<file path="src/rtl/host_pkg.sv">
// Shared definitions for the host sequencer: state encoding and the
// default values of the sequencer parameters.
`timescale 1ns/1ps
package host_pkg;

    typedef enum logic [2:0] {
        ST_IDLE  = 3'd0,
        ST_LOAD  = 3'd1,
        ST_START = 3'd2,
        ST_RUN   = 3'd3,
        ST_DUMP  = 3'd4,
        ST_DONE  = 3'd5
    } host_state_e;

    localparam int unsigned START_CYCLES_DEF = 2;
    localparam logic [15:0] MAX_CYCLES_DEF   = 16'hFFFF;
    localparam logic [7:0]  DUMP_BASE_DEF    = 8'h00;
    localparam logic [7:0]  DUMP_LEN_DEF     = 8'd16;

endpackage

</file>
<file path="src/rtl/host_sequencer_run_timer.sv">
// RUN-phase cycle counter with saturating timeout compare.
// The counter is cleared by the sequencer when a new sequence is accepted,
// counts every RUN cycle the processor has not halted, and stops at
// MAX_CYCLES. timeout_o flags the RUN cycle in which the limit has been
// reached without a halt.
`timescale 1ns/1ps
module run_timer
    import host_pkg::*;
#(
    parameter logic [15:0] MAX_CYCLES = MAX_CYCLES_DEF
) (
    input  logic        clk_i,
    input  logic        rst_ni,
    input  logic        clear_i,
    input  logic        run_i,
    input  logic        halt_i,
    output logic [15:0] count_o,
    output logic        timeout_o
);

    logic [15:0] count_q;
    logic [15:0] count_d;

    // Next count: clear on a new sequence, otherwise count non-halted RUN cycles up to the limit
    always_comb begin
        count_d = count_q;
        if (clear_i) begin
            count_d = '0;
        end else if (run_i && !halt_i && (count_q != MAX_CYCLES)) begin
            count_d = count_q + 16'd1;
        end
    end

    // Count register, cleared asynchronously
    always_ff @(posedge clk_i or negedge rst_ni) begin
        if (!rst_ni) begin
            count_q <= '0;
        end else begin
            count_q <= count_d;
        end
    end

    assign count_o   = count_q;
    // A halt in the same cycle takes priority over the timeout
    assign timeout_o = run_i && !halt_i && (count_q == MAX_CYCLES);

endmodule

</file>
<file path="src/rtl/host_sequencer.sv">
// Host-side load/run/dump sequencer for a small processor under test.
// Preloads data memory from a beat stream, pulses the processor init line,
// times the run until halt (or timeout), then streams a window of data
// memory back out over a valid/ready interface.
`timescale 1ns/1ps
module host_sequencer
    import host_pkg::*;
#(
    parameter int unsigned START_CYCLES = START_CYCLES_DEF,
    parameter logic [15:0] MAX_CYCLES   = MAX_CYCLES_DEF,
    parameter logic [7:0]  DUMP_BASE    = DUMP_BASE_DEF,
    parameter logic [7:0]  DUMP_LEN     = DUMP_LEN_DEF
) (
    input  logic        CLK,
    input  logic        reset,
    input  logic        go,
    input  logic        pl_valid,
    input  logic        pl_last,
    input  logic [7:0]  pl_addr,
    input  logic [7:0]  pl_data,
    output logic        pl_ready,
    output logic        mem_wr_en,
    output logic [7:0]  mem_addr,
    output logic [7:0]  mem_wr_data,
    input  logic [7:0]  mem_rd_data,
    output logic        dut_start,
    input  logic        dut_halt,
    output logic        dump_valid,
    input  logic        dump_ready,
    output logic [7:0]  dump_data,
    output logic        busy,
    output logic        done,
    output logic        timeout,
    output logic [15:0] cycle_count
);

    localparam logic [15:0] START_LAST = 16'(START_CYCLES - 1);
    localparam logic [7:0]  DUMP_LAST  = DUMP_LEN - 8'd1;

    host_state_e state_q, state_d;
    logic [15:0] start_cnt_q, start_cnt_d;
    logic [7:0]  dump_idx_q, dump_idx_d;
    logic        done_q, done_d;
    logic        timeout_q, timeout_d;

    logic        go_accept;
    logic        run_active;
    logic        tmr_timeout;

    assign go_accept  = (state_q == ST_IDLE) && go;
    assign run_active = (state_q == ST_RUN);

    run_timer #(
        .MAX_CYCLES (MAX_CYCLES)
    ) u_run_timer (
        .clk_i     (CLK),
        .rst_ni    (reset),
        .clear_i   (go_accept),
        .run_i     (run_active),
        .halt_i    (dut_halt),
        .count_o   (cycle_count),
        .timeout_o (tmr_timeout)
    );

    // State register
    always_ff @(posedge CLK or negedge reset) begin
        if (!reset) begin
            state_q <= ST_IDLE;
        end else begin
            state_q <= state_d;
        end
    end

    // Next-state logic; go only matters in IDLE, and DONE waits for go to drop
    always_comb begin
        state_d = state_q;
        case (state_q)
            ST_IDLE:  if (go) state_d = ST_LOAD;
            ST_LOAD:  if (pl_valid && pl_last) state_d = ST_START;
            ST_START: if (start_cnt_q == START_LAST) state_d = ST_RUN;
            ST_RUN: begin
                if (dut_halt) begin
                    state_d = (DUMP_LEN == 8'd0) ? ST_DONE : ST_DUMP;
                end else if (tmr_timeout) begin
                    state_d = ST_DONE;
                end
            end
            ST_DUMP:  if (dump_ready && (dump_idx_q == DUMP_LAST)) state_d = ST_DONE;
            ST_DONE:  if (!go) state_d = ST_IDLE;
            default:  state_d = ST_IDLE;
        endcase
    end

    // Output decode from the current state
    always_comb begin
        busy        = 1'b0;
        pl_ready    = 1'b0;
        mem_wr_en   = 1'b0;
        mem_addr    = 8'h00;
        mem_wr_data = 8'h00;
        dut_start   = 1'b1;
        dump_valid  = 1'b0;
        dump_data   = 8'h00;
        case (state_q)
            ST_LOAD: begin
                busy        = 1'b1;
                pl_ready    = 1'b1;
                mem_wr_en   = pl_valid;
                mem_addr    = pl_addr;
                mem_wr_data = pl_data;
            end
            ST_START: begin
                busy = 1'b1;
            end
            ST_RUN: begin
                busy      = 1'b1;
                dut_start = 1'b0;
            end
            ST_DUMP: begin
                busy       = 1'b1;
                dut_start  = 1'b0;
                dump_valid = 1'b1;
                mem_addr   = DUMP_BASE + dump_idx_q;
                dump_data  = mem_rd_data;
            end
            default: begin
            end
        endcase
    end

    // Next values of the START counter, dump index and sticky status flags
    always_comb begin
        start_cnt_d = (state_q == ST_START) ? (start_cnt_q + 16'd1) : 16'd0;
        dump_idx_d  = 8'd0;
        if (state_q == ST_DUMP) begin
            dump_idx_d = dump_ready ? (dump_idx_q + 8'd1) : dump_idx_q;
        end
        done_d    = done_q;
        timeout_d = timeout_q;
        if (go_accept) begin
            done_d    = 1'b0;
            timeout_d = 1'b0;
        end
        if ((state_q != ST_DONE) && (state_d == ST_DONE)) begin
            done_d = 1'b1;
        end
        if (run_active && tmr_timeout) begin
            timeout_d = 1'b1;
        end
    end

    // Counter and status registers
    always_ff @(posedge CLK or negedge reset) begin
        if (!reset) begin
            start_cnt_q <= '0;
            dump_idx_q  <= '0;
            done_q      <= 1'b0;
            timeout_q   <= 1'b0;
        end else begin
            start_cnt_q <= start_cnt_d;
            dump_idx_q  <= dump_idx_d;
            done_q      <= done_d;
            timeout_q   <= timeout_d;
        end
    end

    assign done    = done_q;
    assign timeout = timeout_q;

endmodule

</file>
<file path="config.mk">
export PLATFORM = sky130hd
export DESIGN_NAME = host_sequencer
export DESIGN_NICKNAME = d
export VERILOG_FILES = /design/src/rtl/host_pkg.sv /design/src/rtl/host_sequencer_run_timer.sv /design/src/rtl/host_sequencer.sv
export SDC_FILE = /design/constraint.sdc
export NUM_CORES = 1
export LEC_CHECK = 0
export ABC_CLOCK_PERIOD_IN_PS = 2300
export CORE_ASPECT_RATIO = 0.8
export CORE_UTILIZATION = 45
export DETAILED_ROUTE_END_ITERATION = 10
export DONT_BUFFER_PORTS = 1
export PLACE_DENSITY = 0.62
export SETUP_SLACK_MARGIN = 0.15
export SLEW_MARGIN = 20
export SYNTH_ARGS = -nofsm -noshare
export SYNTH_HDL_FRONTEND = slang
export SYNTH_HIERARCHICAL = 1
export SYNTH_SLANG_ARGS = --single-unit
</file>
<file path="constraint.sdc">
create_clock -name CLK -period 2.3 [get_ports CLK]
set_input_delay 0.46 -clock CLK [delete_from_list [all_inputs] [get_ports CLK]]
set_output_delay 0.46 -clock CLK [all_outputs]
set_load 0.01 [all_outputs]
</file>
==> results of run 1 <==
## layout make-up
class / count / area, um2 / share of cell area, %
clock buffers: 5 / 68.8 / 2.37
inverters: 6 / 27.5 / 0.949
clock inverters: 3 / 25.0 / 0.863
flip-flops and latches: 45 / 1130 / 39.0
multi-input cells: 211 / 1420 / 48.8
well taps: 78 / 97.6 / 3.36
repair buffers: 15 / 135 / 4.66
## per-layer routing
layer / vias to the layer above / track usage (%) / share of wire (%)
met3: 2 / 5.08 / 5.8
li1: 1031 / - / -
met4: 0 / 3.28 / 0.26
met2: 80 / 28.5 / 43
met1: 1020 / 29.8 / 51
met5: - / 0 / 0
## what timing repair did
| action | 4_1_cts | 5_1_grt |
|---|---|---|
| hold buffers | 2 | 0 |
| resized for setup | 2 | 7 |
| setup buffers | 1 | 1 |
| endpoints found under the hold margin | 45 | 0 |
| setup endpoints to repair | 10 | 17 |
## path summary, 6_finish.rpt
| check | end | depth (start not counted) |
|---|---|---|
| worst max register to register | state_q[1] | 6 |
| min in group asynchronous | start_cnt_q[2] | 2 |
| max in group asynchronous | u_run_timer/count_o[1] | 2 |
| worst max-delay path | mem_addr[5] | 4 |
| worst min-delay path | dump_idx_q[0] | 2 |
| worst min register to register | state_q[1] | 1 |
## worst register-to-register path, stage by stage, from the launching register on
cell,delay (ns)
dfrtp_2,0.46
ha_1,0.25
and4_1,0.24
and4_1,0.22
and2b_2,0.21
or2_2,0.30
a311oi_1,0.27
## sequential cells by signal (all words and copies together), names as in the netlist
| register | flops |
|---|---|
| done | 1 |
| dump_idx_q | 8 |
| start_cnt_q | 16 |
| state_q | 3 |
| timeout | 1 |
| u_run_timer/count_o | 16 |
## power by group through the flow
stage	Combinational, mW	Clock, mW	Sequential, mW
2_1_floorplan	0.648	0	0.926
3_3_place_gp	0.757	0	0.976
3_5_place_dp	0.760	0	0.979
4_1_cts	0.814	0.520	0.953
5_1_grt	0.941	0.566	0.972
6_report	0.841	0.502	0.960
## kinds of logic (layout without fill, tap and decap cells)
kind of cell	Yosys count	count (layout)
AOI/OAI and AO/OA	56	56
xor gates and xnor gates	19	19
DFF	45	45
buffers and inverters	19	29
muxes	3	3
adders and majority gates	4	4
and+or+nand+nor	129	129
## through the flow
stage / instance area (um2) / cells / util [%] / power [mW] / hold slack [ns]
after floorplan: 2630 / 275 / - / 1.57 / 0.164
after global placement: 2730 / 351 / 49.3 / 1.73 / 0.166
after detailed placement: 2730 / 351 / 49.3 / 1.74 / 0.166
after CTS: 2870 / 362 / 51.9 / 2.29 / 0.322
after global routing: 2900 / 363 / 52.5 / 2.48 / 0.309
final: 2900 / 363 / 52.5 / 2.30 / 0.323
## cells in the final DEF (no fill, tap or decap), types with 6 or more instances in the layout
| master | n |
|---|---|
| xor2_1 | 11 |
| nand3_1 | 11 |
| o21ai_1 | 6 |
| xnor2_1 | 8 |
| nand4_1 | 10 |
| nand2_1 | 12 |
| a21oi_1 | 17 |
| and3_1 | 12 |
| nor2_1 | 26 |
| and2_1 | 9 |
| buf_4 | 13 |
| a22o_1 | 7 |
| o31ai_1 | 7 |
| or4_1 | 8 |
| or3_1 | 7 |
| dfrtp_1 | 42 |
==> results.json, run 1 <==
{
  "status": "completed",
  "slowest_stage": "or3b_1",
  "layout.nets": 319,
  "crit_required_ns": 1.84,
  "synthTopCellsByArea": "dfrtp_1 43%, nor2_1 3.7%, xor2_1 3.7%",
  "ios": 78,
  "place.gp.congestion": 0.763,
  "synth_largest_area_cell": "dfrtp_1",
  "wirelength_mm": 5.69,
  "hold_viol_final": 0,
  "final.setup_skew_ns": 0.0169,
  "place_ws_ns": 0.250,
  "r2r_setup_slack_ns": 0.25,
  "drc": 0,
  "rsz0062_at_grt": "true",
  "worstReg2RegStart": "u_run_timer/count_o[0]",
  "p_int_mw": 1.42,
  "via_per_inst": 5.88,
  "power_switching_mw": 0.887,
  "finalCritPeriodShare_pct": 90.7,
  "ys.flop_type": "dfrtp_1",
  "cp-start-kind": "register",
  "row_count": 24,
  "ir_worst_vdd_v": 0.000370,
  "cts_buffers": 5,
  "cts.sinks": 45,
  "antenna_found_initial": 0,
  "min-delay-start": "dump_ready",
  "crit_type": "reg -> out",
  "fmax_ghz": 0.479,
  "htreeDepth": 2,
  "path_cells": "buf_4 > or3b_1 > clkinv_4 > a22o_1",
  "synthTopCellsByCount": "45 x dfrtp_1, 26 x nor2_1, 17 x a21oi_1, 12 x and3_1, 12 x nand2_1",
  "synth_cells": 275,
  "synth_top_area_share_pct": 42.8,
  "areaGrowthSynthToFinish_pct": 10.3,
  "cp_max_fo": 11,
  "place.port_buffers": 0,
  "grt_start_max_net_pins": 46,
  "start_util_pct": 47.6,
  "muxShareOfSynthArea_pct": 1.19,
  "pwr-share-seq_pct": 41.7,
  "clk_latency_ns": 0.30,
  "drt_pass1_iterations": 4,
  "power_frac_comb_pct": 36.5,
  "ys_types": 53,
  "synth-xor-area-share_pct": 6.33,
  "fin_ws_ns": 0.214,
  "track_usage_pct": 19.6,
  "final.min_clock_period_ns": 2.09,
  "sw_frac_of_total_pct": 38.5,
  "synth.most_common_cell": "dfrtp_1",
  "synth-simple-area-share_pct": 29.2,
  "slew_headroom_pct": 69.5,
  "core_um2": 5530,
  "critPathTopFamily": "simple AND/OR/NAND/NOR gates",
  "drt_iter0_drc": 136,
  "setup_viol": 0,
  "slew_viol_final": 0,
  "cp.arrival_ns": 1.63,
  "die_h_um": 70.4,
  "dp.final_hpwl_mm": 4.02,
  "seq_area_frac_synth_pct": 42.8,
  "synth_fa_ha_area_share_pct": 1.90,
  "mappedNetlistArea_um2": 2630,
  "power.density_nw_per_um2": 794,
  "cp_num_buf_inv": 2,
  "nFillCells": 525,
  "ant_nets": 0,
  "clockBufferDepth": 2,
  "leakage_nw": 1.20,
  "die-area_um2": 6150,
  "cts_tree": "done",
  "syn_avg_cell_area_um2": 9.56,
  "vias": 2133,
  "p_clk_share_pct": 21.8,
  "hold_path.class": "in -> reg",
  "grt_pass1_wl_mm": 9.48,
  "die_x_um": 87.5,
  "first_global_vias": 1912,
  "layout-drive-gt1-share_pct": 17.2,
  "clk_pin_slew_ns": 0.10,
  "synth_compound_area_share_pct": 14.5,
  "end_kind": "primary output",
  "clk_root_buffer_cell": "clkbuf_8",
  "cap_violations": 0,
  "synth_nets": 310,
  "setup.worst_path.start": "state_q[1]",
  "synth_seq_cells": 45,
  "routedWlPerCell_um": 15.7,
  "slowest_delay_ns": 0.44,
  "fin_tns_setup_ns": 0,
  "synth_edf_count": 0,
  "async_flop_share_pct": 100,
  "yosys_warnings": 6,
  "grt_overflow": 0,
  "synth_top_family_by_area": "simple AND/OR/NAND/NOR gates",
  "worstMarginPinSlew_ns": 0.456,
  "diodes": 0
}
Note: power is estimated with default switching activity, not from simulation.
==> run 2, diff against run 1 <==
ABC_CLOCK_PERIOD_IN_PS = 2600   (was 2300)
SKIP_LAST_GASP = 1   (was not set)
clock period = 2.6 ns   (was 2.3 ns; I/O delays follow)
==> run 2 against run 1 <==
Compared with the run above:
- sequential power fell by 10%
- non-clock buffer count fell by 10
- cell count fell by 2.8%
- via count fell by 1.5%
- clock-buffer cell count did not move
- highest routed layer unchanged
- sequential cell count did not move
- combinational power fell by 25%
- critical endpoint is now mem_addr[7]
- largest cell class unchanged
- global-route usage fell by 0.52 points
- routed wire length fell by 0.35%
==> results.json, run 2 (synthesis gave the netlist of run 1 again) <==
{
  "status": "completed",
  "worstReg2RegStart": "state_q[1]",
  "power.density_nw_per_um2": 689,
  "cp_max_fo": 11,
  "ios": 78,
  "grt_overflow": 0,
  "setup.worst_path.start": "state_q[1]",
  "clk_latency_ns": 0.29,
  "nFillCells": 534,
  "end_kind": "primary output",
  "via_per_inst": 5.95,
  "fin_tns_setup_ns": 0,
  "leakage_nw": 1.14,
  "layout.nets": 309,
  "worstMarginPinSlew_ns": 0.613,
  "drt_pass1_iterations": 4,
  "layout-drive-gt1-share_pct": 12.7,
  "cp.arrival_ns": 1.72,
  "slew_headroom_pct": 59.1,
  "grt_pass1_wl_mm": 9.27,
  "cap_violations": 0,
  "routedWlPerCell_um": 16.1,
  "place.port_buffers": 0,
  "vias": 2101,
  "dp.final_hpwl_mm": 3.95,
  "cts_tree": "done",
  "core_um2": 5530,
  "drt_iter0_drc": 86,
  "slew_viol_final": 0,
  "ant_nets": 0,
  "areaGrowthSynthToFinish_pct": 6.43,
  "r2r_setup_slack_ns": 0.43,
  "layout.cells.most_common": "dfrtp_1",
  "fin_util_pct": 50.6,
  "crit_required_ns": 2.08,
  "cts.sinks": 45,
  "setup_viol": 0,
  "crit_type": "reg -> out",
  "die_h_um": 70.4,
  "track_usage_pct": 19.1,
  "drc": 0,
  "finalCritPeriodShare_pct": 86.3,
  "die-area_um2": 6150,
  "cts_buffers": 5,
  "wirelength_mm": 5.67,
  "grt_start_max_net_pins": 46,
  "diodes": 0,
  "rsz0062_at_grt": "false",
  "row_count": 24,
  "hold_viol_final": 0,
  "clk_root_buffer_cell": "clkbuf_8",
  "place.gp.congestion": 0.758,
  "hold_path.class": "in -> async",
  "ir_worst_vdd_v": 0.000314,
  "die_x_um": 87.5,
  "start_util_pct": 47.6,
  "fmax_ghz": 0.446,
  "final.min_clock_period_ns": 2.24,
  "final.setup_skew_ns": 0.00917,
  "clk_pin_slew_ns": 0.09,
  "first_global_vias": 1849,
  "htreeDepth": 2,
  "clockBufferDepth": 2,
  "layout_common_cells": "45 x dfrtp_1, 26 x nor2_1, 17 x a21oi_1, 12 x and3_1, 12 x nand2_1",
  "antenna_found_initial": 0,
  "cp-start-kind": "register"
}
run 2: cell types whose count changed in the layout (fill, tap and decap cells not counted), sizes merged:
cell | previous run | this run
buf | 14 | 5
clkinv | 2 | 1
clkinvlp | 1 | 2
dlygate4sd3 | 1 | 0
run 2: layout make-up:
type	count	area [um2]	area share (%)
multi-input combinational	211	1400	50.0
inverter	6	26.3	0.939
clock buffer	5	68.8	2.46
sequential	45	1130	40.3
tap	78	97.6	3.49
timing repair buffer	5	57.6	2.06
clock inverter	3	21.3	0.760
run 2: path summary, 6_finish.rpt:
| check | endpoint | depth (start not counted) |
|---|---|---|
| setup / recovery | mem_addr[7] | 3 |
| setup reg to reg | u_run_timer/count_o[11] | 7 |
| max in group asynchronous | start_cnt_q[9] | 1 |
| min in group CLK | dump_idx_q[0] | 2 |
| hold / removal | start_cnt_q[15] | 1 |
| hold reg to reg | start_cnt_q[0] | 1 |
run 2: per-stage QoR:
step	setup slack [ns]	hold WS (ns)	cells	instance area [um2]	total power, mW
final	0.356	0.0649	353	2800	1.93
after global placement	0.490	0.226	344	2670	1.47
after global routing	0.199	0.0532	353	2800	2.08
after CTS	0.219	0.0648	353	2800	1.95
after floorplan	0.535	0.224	275	2630	1.39
after detailed placement	0.437	0.226	344	2670	1.48
run 2: repair_timing:
item / in CTS / in global routing
resized for setup: 1 / 1
hold buffers: 1 / 0
setup endpoints to repair: 8 / 9
endpoints found under the hold margin: 45 / 0
buffers inserted: 0 / 0
run 2: power by group:
| part | switching [mW] | leakage (nW) | internal [mW] |
|---|---|---|---|
| Combinational | 0.406 | 0.475 | 0.227 |
| Clock | 0.243 | 0.0445 | 0.191 |
| Sequential | 0.104 | 0.623 | 0.756 |
run 2: worst max-delay path, stage by stage (launching register included):
cell	delay [ns]
dfrtp_1	0.49
or3b_4	0.50
clkinvlp_4	0.22
a22o_1	0.22
run 2: per-layer routing:
metal,vias up,wire (um),GRT usage (%)
li1,1015,-,-
met1,1019,2860,28.1
met2,65,2520,29.1
met3,2,272,4.26
met4,0,15,3.28
met5,-,0,0
